===== config.mk =====
export PLATFORM = sky130hd
export DESIGN_NAME = mem_access
export DESIGN_NICKNAME = d
export VERILOG_FILES = /design/src/rtl/mem_access.sv
export SDC_FILE = /design/constraint.sdc
export NUM_CORES = 1
export LEC_CHECK = 0
export ABC_AREA = 1
export BUFFER_PORTS_ARGS = -buffer_cell sky130_fd_sc_hd__buf_2
export CORE_MARGIN = 2
export CORE_UTILIZATION = 30
export DETAILED_ROUTE_END_ITERATION = 7
export GPL_TIMING_DRIVEN = 0
export HOLD_SLACK_MARGIN = 0.03
export PLACE_DENSITY = 0.61
export SYNTH_ARGS = -nofsm -noshare
export SYNTH_HDL_FRONTEND = slang
export SYNTH_SLANG_ARGS = --single-unit
export TNS_END_PERCENT = 30

===== constraint.sdc =====
create_clock -name clk -period 1.8 [get_ports clk]
set_input_delay 0.09 -clock clk [delete_from_list [all_inputs] [get_ports clk]]
set_output_delay 0.09 -clock clk [all_outputs]
set_load 0.02 [all_outputs]

===== src/rtl/mem_access.sv =====
// mem_access -- MEM-stage controller for the 5-stage MIPS32 pipeline.
//
// Takes the registered EX/MEM outputs and does one of three things:
//  - passes ALU results through to write-back with one cycle of latency,
//  - flags misaligned halfword/word accesses without touching the bus,
//  - runs a byte/halfword/word load or store on the req/ack data bus and
//    holds the upstream pipeline (stall_req) until the transfer completes
//    or times out.
//
// Ports:
//   clk, rst                          clock; synchronous active-high reset
//   mem_wReg/wAddr/wData              write-back triple from EX/MEM
//   mem_op                            0=ALU, 1=LB 2=LBU 3=LH 4=LHU 5=LW 6=SB 7=SH 8=SW
//   mem_addr, mem_sdata               effective address, store data
//   dbus_req/we/addr/sel/wdata        registered bus request (big-endian lanes)
//   dbus_rdata, dbus_ack              bus read data and completion
//   stall_req                         combinational pipeline hold
//   wb_wReg/wAddr/wData               registered write-back toward the register file
//   exc_misalign, bus_err             single-cycle registered fault pulses
module mem_access #(
  parameter int TIMEOUT = 16,
  parameter int CNT_W   = 5
) (
  input  logic        clk,
  input  logic        rst,
  input  logic        mem_wReg,
  input  logic [4:0]  mem_wAddr,
  input  logic [31:0] mem_wData,
  input  logic [3:0]  mem_op,
  input  logic [31:0] mem_addr,
  input  logic [31:0] mem_sdata,
  output logic        dbus_req,
  output logic        dbus_we,
  output logic [31:0] dbus_addr,
  output logic [3:0]  dbus_sel,
  output logic [31:0] dbus_wdata,
  input  logic [31:0] dbus_rdata,
  input  logic        dbus_ack,
  output logic        stall_req,
  output logic        wb_wReg,
  output logic [4:0]  wb_wAddr,
  output logic [31:0] wb_wData,
  output logic        exc_misalign,
  output logic        bus_err
);

  localparam logic [0:0] S_IDLE = 1'b0;
  localparam logic [0:0] S_WAIT = 1'b1;

  localparam logic [CNT_W-1:0] CNT_LAST = CNT_W'(TIMEOUT - 1);

  logic [0:0]       state_q, state_d;
  logic [CNT_W-1:0] cnt_q, cnt_d;
  logic             dbus_req_q, dbus_req_d;
  logic             dbus_we_q, dbus_we_d;
  logic [31:0]      dbus_addr_q, dbus_addr_d;
  logic [3:0]       dbus_sel_q, dbus_sel_d;
  logic [31:0]      dbus_wdata_q, dbus_wdata_d;
  logic             wb_wReg_q, wb_wReg_d;
  logic [4:0]       wb_wAddr_q, wb_wAddr_d;
  logic [31:0]      wb_wData_q, wb_wData_d;
  logic             exc_misalign_q, exc_misalign_d;
  logic             bus_err_q, bus_err_d;

  // Operation decode
  logic is_load, is_store, is_mem, sz_byte, sz_half, sz_word, misaligned;
  logic [3:0]  lane_sel;
  logic [31:0] lane_wdata;

  always_comb begin
    is_load  = (mem_op >= 4'd1) && (mem_op <= 4'd5);
    is_store = (mem_op >= 4'd6) && (mem_op <= 4'd8);
    is_mem   = is_load || is_store;
    sz_byte  = (mem_op == 4'd1) || (mem_op == 4'd2) || (mem_op == 4'd6);
    sz_half  = (mem_op == 4'd3) || (mem_op == 4'd4) || (mem_op == 4'd7);
    sz_word  = (mem_op == 4'd5) || (mem_op == 4'd8);
    misaligned = (sz_half && mem_addr[0]) || (sz_word && (mem_addr[1:0] != 2'b00));

    // Big-endian lanes: address offset 00 lives in bits 31:24 (sel[3]).
    lane_sel   = 4'b1111;
    lane_wdata = mem_sdata;
    if (sz_byte) begin
      lane_sel   = 4'b1000 >> mem_addr[1:0];
      lane_wdata = {4{mem_sdata[7:0]}};
    end else if (sz_half) begin
      lane_sel   = mem_addr[1] ? 4'b0011 : 4'b1100;
      lane_wdata = {2{mem_sdata[15:0]}};
    end
  end

  // Pick the addressed lane out of the read word and extend it to 32 bits.
  function automatic logic [31:0] load_extend(input logic [3:0]  op,
                                              input logic [1:0]  a,
                                              input logic [31:0] rd);
    logic [7:0]  b;
    logic [15:0] h;
    logic [31:0] r;
    b = rd[31:24];
    case (a)
      2'b01:   b = rd[23:16];
      2'b10:   b = rd[15:8];
      2'b11:   b = rd[7:0];
      default: b = rd[31:24];
    endcase
    h = a[1] ? rd[15:0] : rd[31:16];
    case (op)
      4'd1:    r = {{24{b[7]}}, b};
      4'd2:    r = {24'h0, b};
      4'd3:    r = {{16{h[15]}}, h};
      4'd4:    r = {16'h0, h};
      default: r = rd;
    endcase
    return r;
  endfunction

  always_comb begin
    state_d        = state_q;
    cnt_d          = cnt_q;
    dbus_req_d     = dbus_req_q;
    dbus_we_d      = dbus_we_q;
    dbus_addr_d    = dbus_addr_q;
    dbus_sel_d     = dbus_sel_q;
    dbus_wdata_d   = dbus_wdata_q;
    wb_wReg_d      = 1'b0;
    wb_wAddr_d     = wb_wAddr_q;
    wb_wData_d     = wb_wData_q;
    exc_misalign_d = 1'b0;
    bus_err_d      = 1'b0;
    stall_req      = 1'b0;

    case (state_q)
      S_IDLE: begin
        if (!is_mem) begin
          wb_wReg_d  = mem_wReg;
          wb_wAddr_d = mem_wAddr;
          wb_wData_d = mem_wData;
        end else if (misaligned) begin
          exc_misalign_d = 1'b1;
        end else begin
          stall_req    = 1'b1;
          dbus_req_d   = 1'b1;
          dbus_we_d    = is_store;
          dbus_addr_d  = {mem_addr[31:2], 2'b00};
          dbus_sel_d   = lane_sel;
          dbus_wdata_d = lane_wdata;
          cnt_d        = '0;
          state_d      = S_WAIT;
        end
      end
      S_WAIT: begin
        if (dbus_ack) begin
          dbus_req_d = 1'b0;
          state_d    = S_IDLE;
          if (is_load) begin
            wb_wReg_d  = 1'b1;
            wb_wAddr_d = mem_wAddr;
            wb_wData_d = load_extend(mem_op, mem_addr[1:0], dbus_rdata);
          end
        end else if (cnt_q == CNT_LAST) begin
          // Abort: release the pipeline this cycle so it never sees a stale hold.
          dbus_req_d = 1'b0;
          bus_err_d  = 1'b1;
          state_d    = S_IDLE;
        end else begin
          stall_req = 1'b1;
          cnt_d     = cnt_q + CNT_W'(1);
        end
      end
      default: state_d = S_IDLE;
    endcase
  end

  always_ff @(posedge clk) begin
    if (rst) begin
      state_q        <= S_IDLE;
      cnt_q          <= '0;
      dbus_req_q     <= 1'b0;
      dbus_we_q      <= 1'b0;
      dbus_addr_q    <= '0;
      dbus_sel_q     <= '0;
      dbus_wdata_q   <= '0;
      wb_wReg_q      <= 1'b0;
      wb_wAddr_q     <= '0;
      wb_wData_q     <= '0;
      exc_misalign_q <= 1'b0;
      bus_err_q      <= 1'b0;
    end else begin
      state_q        <= state_d;
      cnt_q          <= cnt_d;
      dbus_req_q     <= dbus_req_d;
      dbus_we_q      <= dbus_we_d;
      dbus_addr_q    <= dbus_addr_d;
      dbus_sel_q     <= dbus_sel_d;
      dbus_wdata_q   <= dbus_wdata_d;
      wb_wReg_q      <= wb_wReg_d;
      wb_wAddr_q     <= wb_wAddr_d;
      wb_wData_q     <= wb_wData_d;
      exc_misalign_q <= exc_misalign_d;
      bus_err_q      <= bus_err_d;
    end
  end

  assign dbus_req     = dbus_req_q;
  assign dbus_we      = dbus_we_q;
  assign dbus_addr    = dbus_addr_q;
  assign dbus_sel     = dbus_sel_q;
  assign dbus_wdata   = dbus_wdata_q;
  assign wb_wReg      = wb_wReg_q;
  assign wb_wAddr     = wb_wAddr_q;
  assign wb_wData     = wb_wData_q;
  assign exc_misalign = exc_misalign_q;
  assign bus_err      = bus_err_q;

endmodule


; ---- Word level (Yosys, flattened, before mapping)
; Index checks and enable logic that the tools add are counted.
[word_totals]
regBits = 114
latchBits = 0
mem_bits_rw = 0
rom_bits = 0
out_inout_bits = 111
wordCells = 96
mem_count = 0
[op_classes]
add_sub_neg = 1
mul = 0
n_div = 0
order_cmp = 4
n_eq_ne = 20
shifts = 1
muxes = 37
n_bitwise = 3
n_reduce_logical = 18
[ops]
columns = cell, count
row1 = two-way mux 32 bit, 5
row2 = case mux 32 bit (4 select lines), 1
row3 = case mux 32 bit (2 select lines), 1
row4 = two-way mux 5 bit, 7
row5 = case mux 8 bit (3 select lines), 1
row6 = case mux 5 bit (2 select lines), 2
row7 = == test 4 x 3 -> 1 bit (second input constant), 4
row8 = two-way mux 16 bit, 1
row9 = two-way mux 1 bit, 13
row10 = two-way mux 4 bit, 3
row11 = inequality test 2 bit (second input constant), 6
row12 = AND reduction 3 bit, 3
row13 = == test 4 x 2 -> 1 bit (second input constant), 2
row14 = logical OR 1 bit, 7
row15 = case mux 1 bit (2 select lines), 3
row16 = OR reduction 3 bit, 2
row17 = adder 5 x 1 -> 5 bit (second input constant), 1
row18 = == test 5 x 4 -> 1 bit (second input constant), 1
row19 = == test 2 bit (second input constant), 2
row20 = == test 4 x 1 -> 1 bit (second input constant), 1
row21 = == test 4 bit (second input constant), 1
row22 = >= comparator 4 x 1 -> 1 bit (second input constant), 1
row23 = >= comparator 4 x 3 -> 1 bit (second input constant), 1
row24 = less-or-equal comparator 4 x 3 -> 1 bit (second input constant), 1
row25 = other kinds (9), 14

; ---- Logic depth before layout (Yosys ltp)
[logic_depth]
depth_word = 8
ltp_mapped = 12
mapped_depth_nobuf = 11

; ---- Worst setup path after synthesis
; No wires, ideal clock.
[synth_path]
path_type = register -> register
start = register cnt_q[0]
end = register cnt_q[3]
setup_time_ps = 71
t_arrival_ps = 1877
path_slack_ps = -147
path_stages_with_launch = 9
period_less_slack_ps = 1947
path_cell_list = dfxtp_1 > ha_1 > and3_1 > ha_1 > nor3_1 > inv_1 > o21ai_0 > nand2_1 > a21oi_1
[synth_via]
elab_chain_len = 4
[synth_lines]
columns = element, line
row1 = "start, declared", 53  ; logic [CNT_W-1:0] cnt_q, cnt_d;
row2 = "start signal, assigned", 189  ; cnt_q <= cnt_d;
row3 = adder 5 x 1 -> 5 bit, 166  ; cnt_d = cnt_q + CNT_W'(1);
row4 = two-way mux 5 bit, 159  ; end else if (cnt_q == CNT_LAST) begin
row5 = two-way mux 5 bit, 151  ; if (dbus_ack) begin
row6 = case mux 5 bit (2 select lines), 131  ; case (state_q)
; Parallel ways exist; a longest one is shown, timed or not. The select of a mux whose other input is x is not followed.
; A chain may end at the register's enable or synchronous reset.

; ---- Final worst setup path
[layout_path]
start = register cnt_q[0]
end = output port stall_req
[layout_via]
elab_chain_len = 4
[layout_lines]
columns = element, line
row1 = == test 5 x 4 -> 1 bit, 159
row2 = two-way mux 1 bit, 159
row3 = two-way mux 1 bit, 151
row4 = case mux 1 bit (2 select lines), 131
row5 = "end, declared", 39  ; output logic stall_req,
; No other way between the ends.

==> results.yml <==
final_layout:
  fin_nets: 1364
  fin_util_pct: 47.38
  design_area_um2: 8803
  mostFrequentLayoutCell: "buf_2"
  drive_above_1_share_pct: 28.44
  syn_to_final_growth_pct: 56.43
  layout_common_cells: "buf_2 (261), nand2_1 (189), nor2_1 (171)"
  diodes: 0
floorplan:
  core-area_um2: 18580
  start_util_pct: 30.29
  dieArea_um2: 19870
  die_x_um: 141.0
  num_rows: 50
  dieHeight_um: 141.0
  io_pins: 252
detailed_routing:
  first_iter_violations: 432
  wl_per_cell_um: 16.08
  vias: 7047
  drt_wl_total_mm: 23.60
  dr.pass1.iters: 5
  via_per_inst: 4.800
  drc: 0
  ant_nets: 0
synthesis:
  ys_warn_count: 0
  synth_cell_type_count: 33
  netlist_area_um2: 5628
  synth_seq_cells: 114
  synth_area_leaders: "dfxtp_1 (41%), nand2_1 (13%), nor2_1 (11%)"
  syn_avg_cell_area_um2: 6.613
  syn-instance-count: 851
  synth_top_area_share_pct: 40.55
  yosysTopAreaCell: "dfxtp_1"
  yosysSeqAreaShare_pct: 40.55
global_route:
  grt_pass1_wl_mm: 36.33
  grt_max_degree: 17
  grt.total_usage_pct: 23.59
  grt_pass1_vias: 6987
  gr-total-overflow: 0
  grt_antenna_before_repair: 0
clock_tree:
  cts.sinks: 114
  cts_tree: "done"
  cts.path.max_buffers: 2
  clk-insertion-delay-late_ns: 0.42
  root_buffer: "clkbuf_16"
  cts_buffers: 17
  ctsHtreeMaxLevel: 4
  clkSlewWorstSetupHoldPaths_ns: 0.06
placement:
  gp_congestion: 0.8788
  dpl_cell_area_um2: 7164
  port-buffer-count: 247
  hpwl_mm: 17.11
power:
  seq_power_share_pct: 35.4
  power.density_nw_per_um2: 951.6
  p_int_mw: 5.478
  ir_worst_vdd_uv: 635.9
  power_frac_clock_pct: 37.6
  power.switching_mw: 2.899
  p_comb_share_pct: 27.0
  p_sw_share_pct: 34.60
  power.leakage_nw: 4.436
status:
  violations: "setup timing"
  status: "finished, violations left"
critical_path:
  setup.worst_path.start_class: "register"
  critical_path_class: "reg2out"
  cp.arrival_ns: 1.81
  crit_required_ns: 1.71
  worstSetupEndpointType: "output pin"
  timing.rr.start: "cnt_q[0]$_SDFFE_PP0P_"
  cp-startpoint: "cnt_q[0]$_SDFFE_PP0P_"
  crit_path_max_fanout: 4
timing:
  tightest_slew_ns: 0.6828
  max_freq_mhz: 526.0
  rsz0062_at_grt: "true"
  finalCritPeriodShare_pct: 105.6
  skew_ns: 0.008035
  final-hold-violation-count: 0
  final.min_clock_period_ns: 1.901
  slew_headroom_pct: 54.48
  slew_violations: 0
  fin_ws_ns: -0.1011
  finalSetupViolations: 1
min_path:
  worstHoldStart: "mem_sdata[15]"
  holdCritPathClass: "in2reg"
run:
  cap_violations: 0
-- critical path, cell delays in order, from the launching register on --
cell and delay, ns:
dfxtp_4 0.36, ha_4 0.15, and3_4 0.18, ha_4 0.17, nor3_4 0.21, inv_2 0.08
o21ai_4 0.09, buf_6 0.15
-- stage by stage --
step	cells	setup slack (ns)	hold slack (ns)	TNS, ns	total power [mW]
6_report	1468	-0.1011	0.04255	-0.1011	8.377
5_1_grt	1468	-0.1500	0.06676	-0.3293	8.802
4_1_cts	1464	-0.1363	0.03578	-0.1363	8.425
3_5_place_dp	1333	-0.2481	0.3154	-6.732	5.077
3_3_place_gp	1333	-0.2546	0.3116	-6.661	5.064
2_1_floorplan	852	-0.007375	0.1685	-0.007375	4.249
-- worst paths after layout --
| kind | cells past startpoint | slack (ns) | end |
|---|---|---|---|
| max | 7 | -0.10 | stall_req |
| min | 5 | 0.04 | dbus_wdata[15]$_SDFFE_PP0P_ |
| max reg2reg | 9 | 0.01 | cnt_q[4]$_SDFFE_PP0P_ |
| min reg2reg | 2 | 0.45 | dbus_wdata[25]$_SDFFE_PP0P_ |
-- kinds of logic (layout without fill, tap and decap cells) --
logic type	after synthesis	after routing	share of synthesized area, %
adders and majority gates	2	2	0.4446
and+or+nand+nor	447	447	33.10
xor gates and xnor gates	1	1	0.1557
AOI/OAI and AO/OA	193	193	17.99
DFF	114	114	40.55
other	1	2	0.06663
buffers and inverters	93	475	7.692
-- synth_stat cells --
master and number:
o21ai_2 1, a31oi_1 1, nor2_1 171, nand4_2 1, nand4_1 6, a21oi_4 1, xor2_1 1, buf_2 16
inv_2 5, a21boi_1 6, nor2_4 2, conb_1 1, nor3_1 4, dfxtp_1 114, clkbuf_1 26, o21ai_0 95
o21ai_1 24, nand3_4 1, buf_6 6, clkinv_1 1, ha_1 2, a21oi_1 59, or2_2 6, nor2_2 4
nand2_2 5, inv_1 34, nand3_2 2, buf_4 5, and3_1 1, nand2_4 1, nand2_1 189, nand3_1 54
o211ai_1 6
-- repair_timing --
item	CTS	global route
hold endpoints to repair	89	0
endpoints found under the setup margin	44	35
buffers inserted	2	4
resized for setup	10	13
pin swaps	1	2
hold buffers	97	0
-- cell type report --
cell class,instances,area [um^2]
inverters,40,150.1
fillers,1893,9777
clock buffers,20,446.7
multi-input cells,645,2975
plain buffers,53,289.0
flip-flops and latches,114,2287
clock inverters,12,100.1
well taps,234,292.8
repair buffers,350,2262
-- power by group through the flow --
stage | registers (mW) | logic (mW) | clock network [mW]
final | 2.97 | 2.26 | 3.15
after global routing | 3.00 | 2.49 | 3.32
after CTS | 2.96 | 2.26 | 3.21
after detailed placement | 3.01 | 2.07 | 0
after global placement | 3.01 | 2.06 | 0
after floorplan | 3.37 | 0.880 | 0
-- state kept, by name (all words and copies together), names as in the netlist, 4 cells and up --
signal      cells
cnt_q           5
dbus_wdata     32
wb_wAddr        5
wb_wData       32
dbus_sel        4
dbus_addr      30
-- metal layers --
layer  vias to the layer above  routed length, um  GRT usage [%]
met2                       303              11090          40.10
met5                         -                  0              0
met1                      3175              10060          28.33
met3                        45               1757          6.420
met4                         0                692          9.368
li1                       3524                  -              -
(Power assumes the default switching activity.)
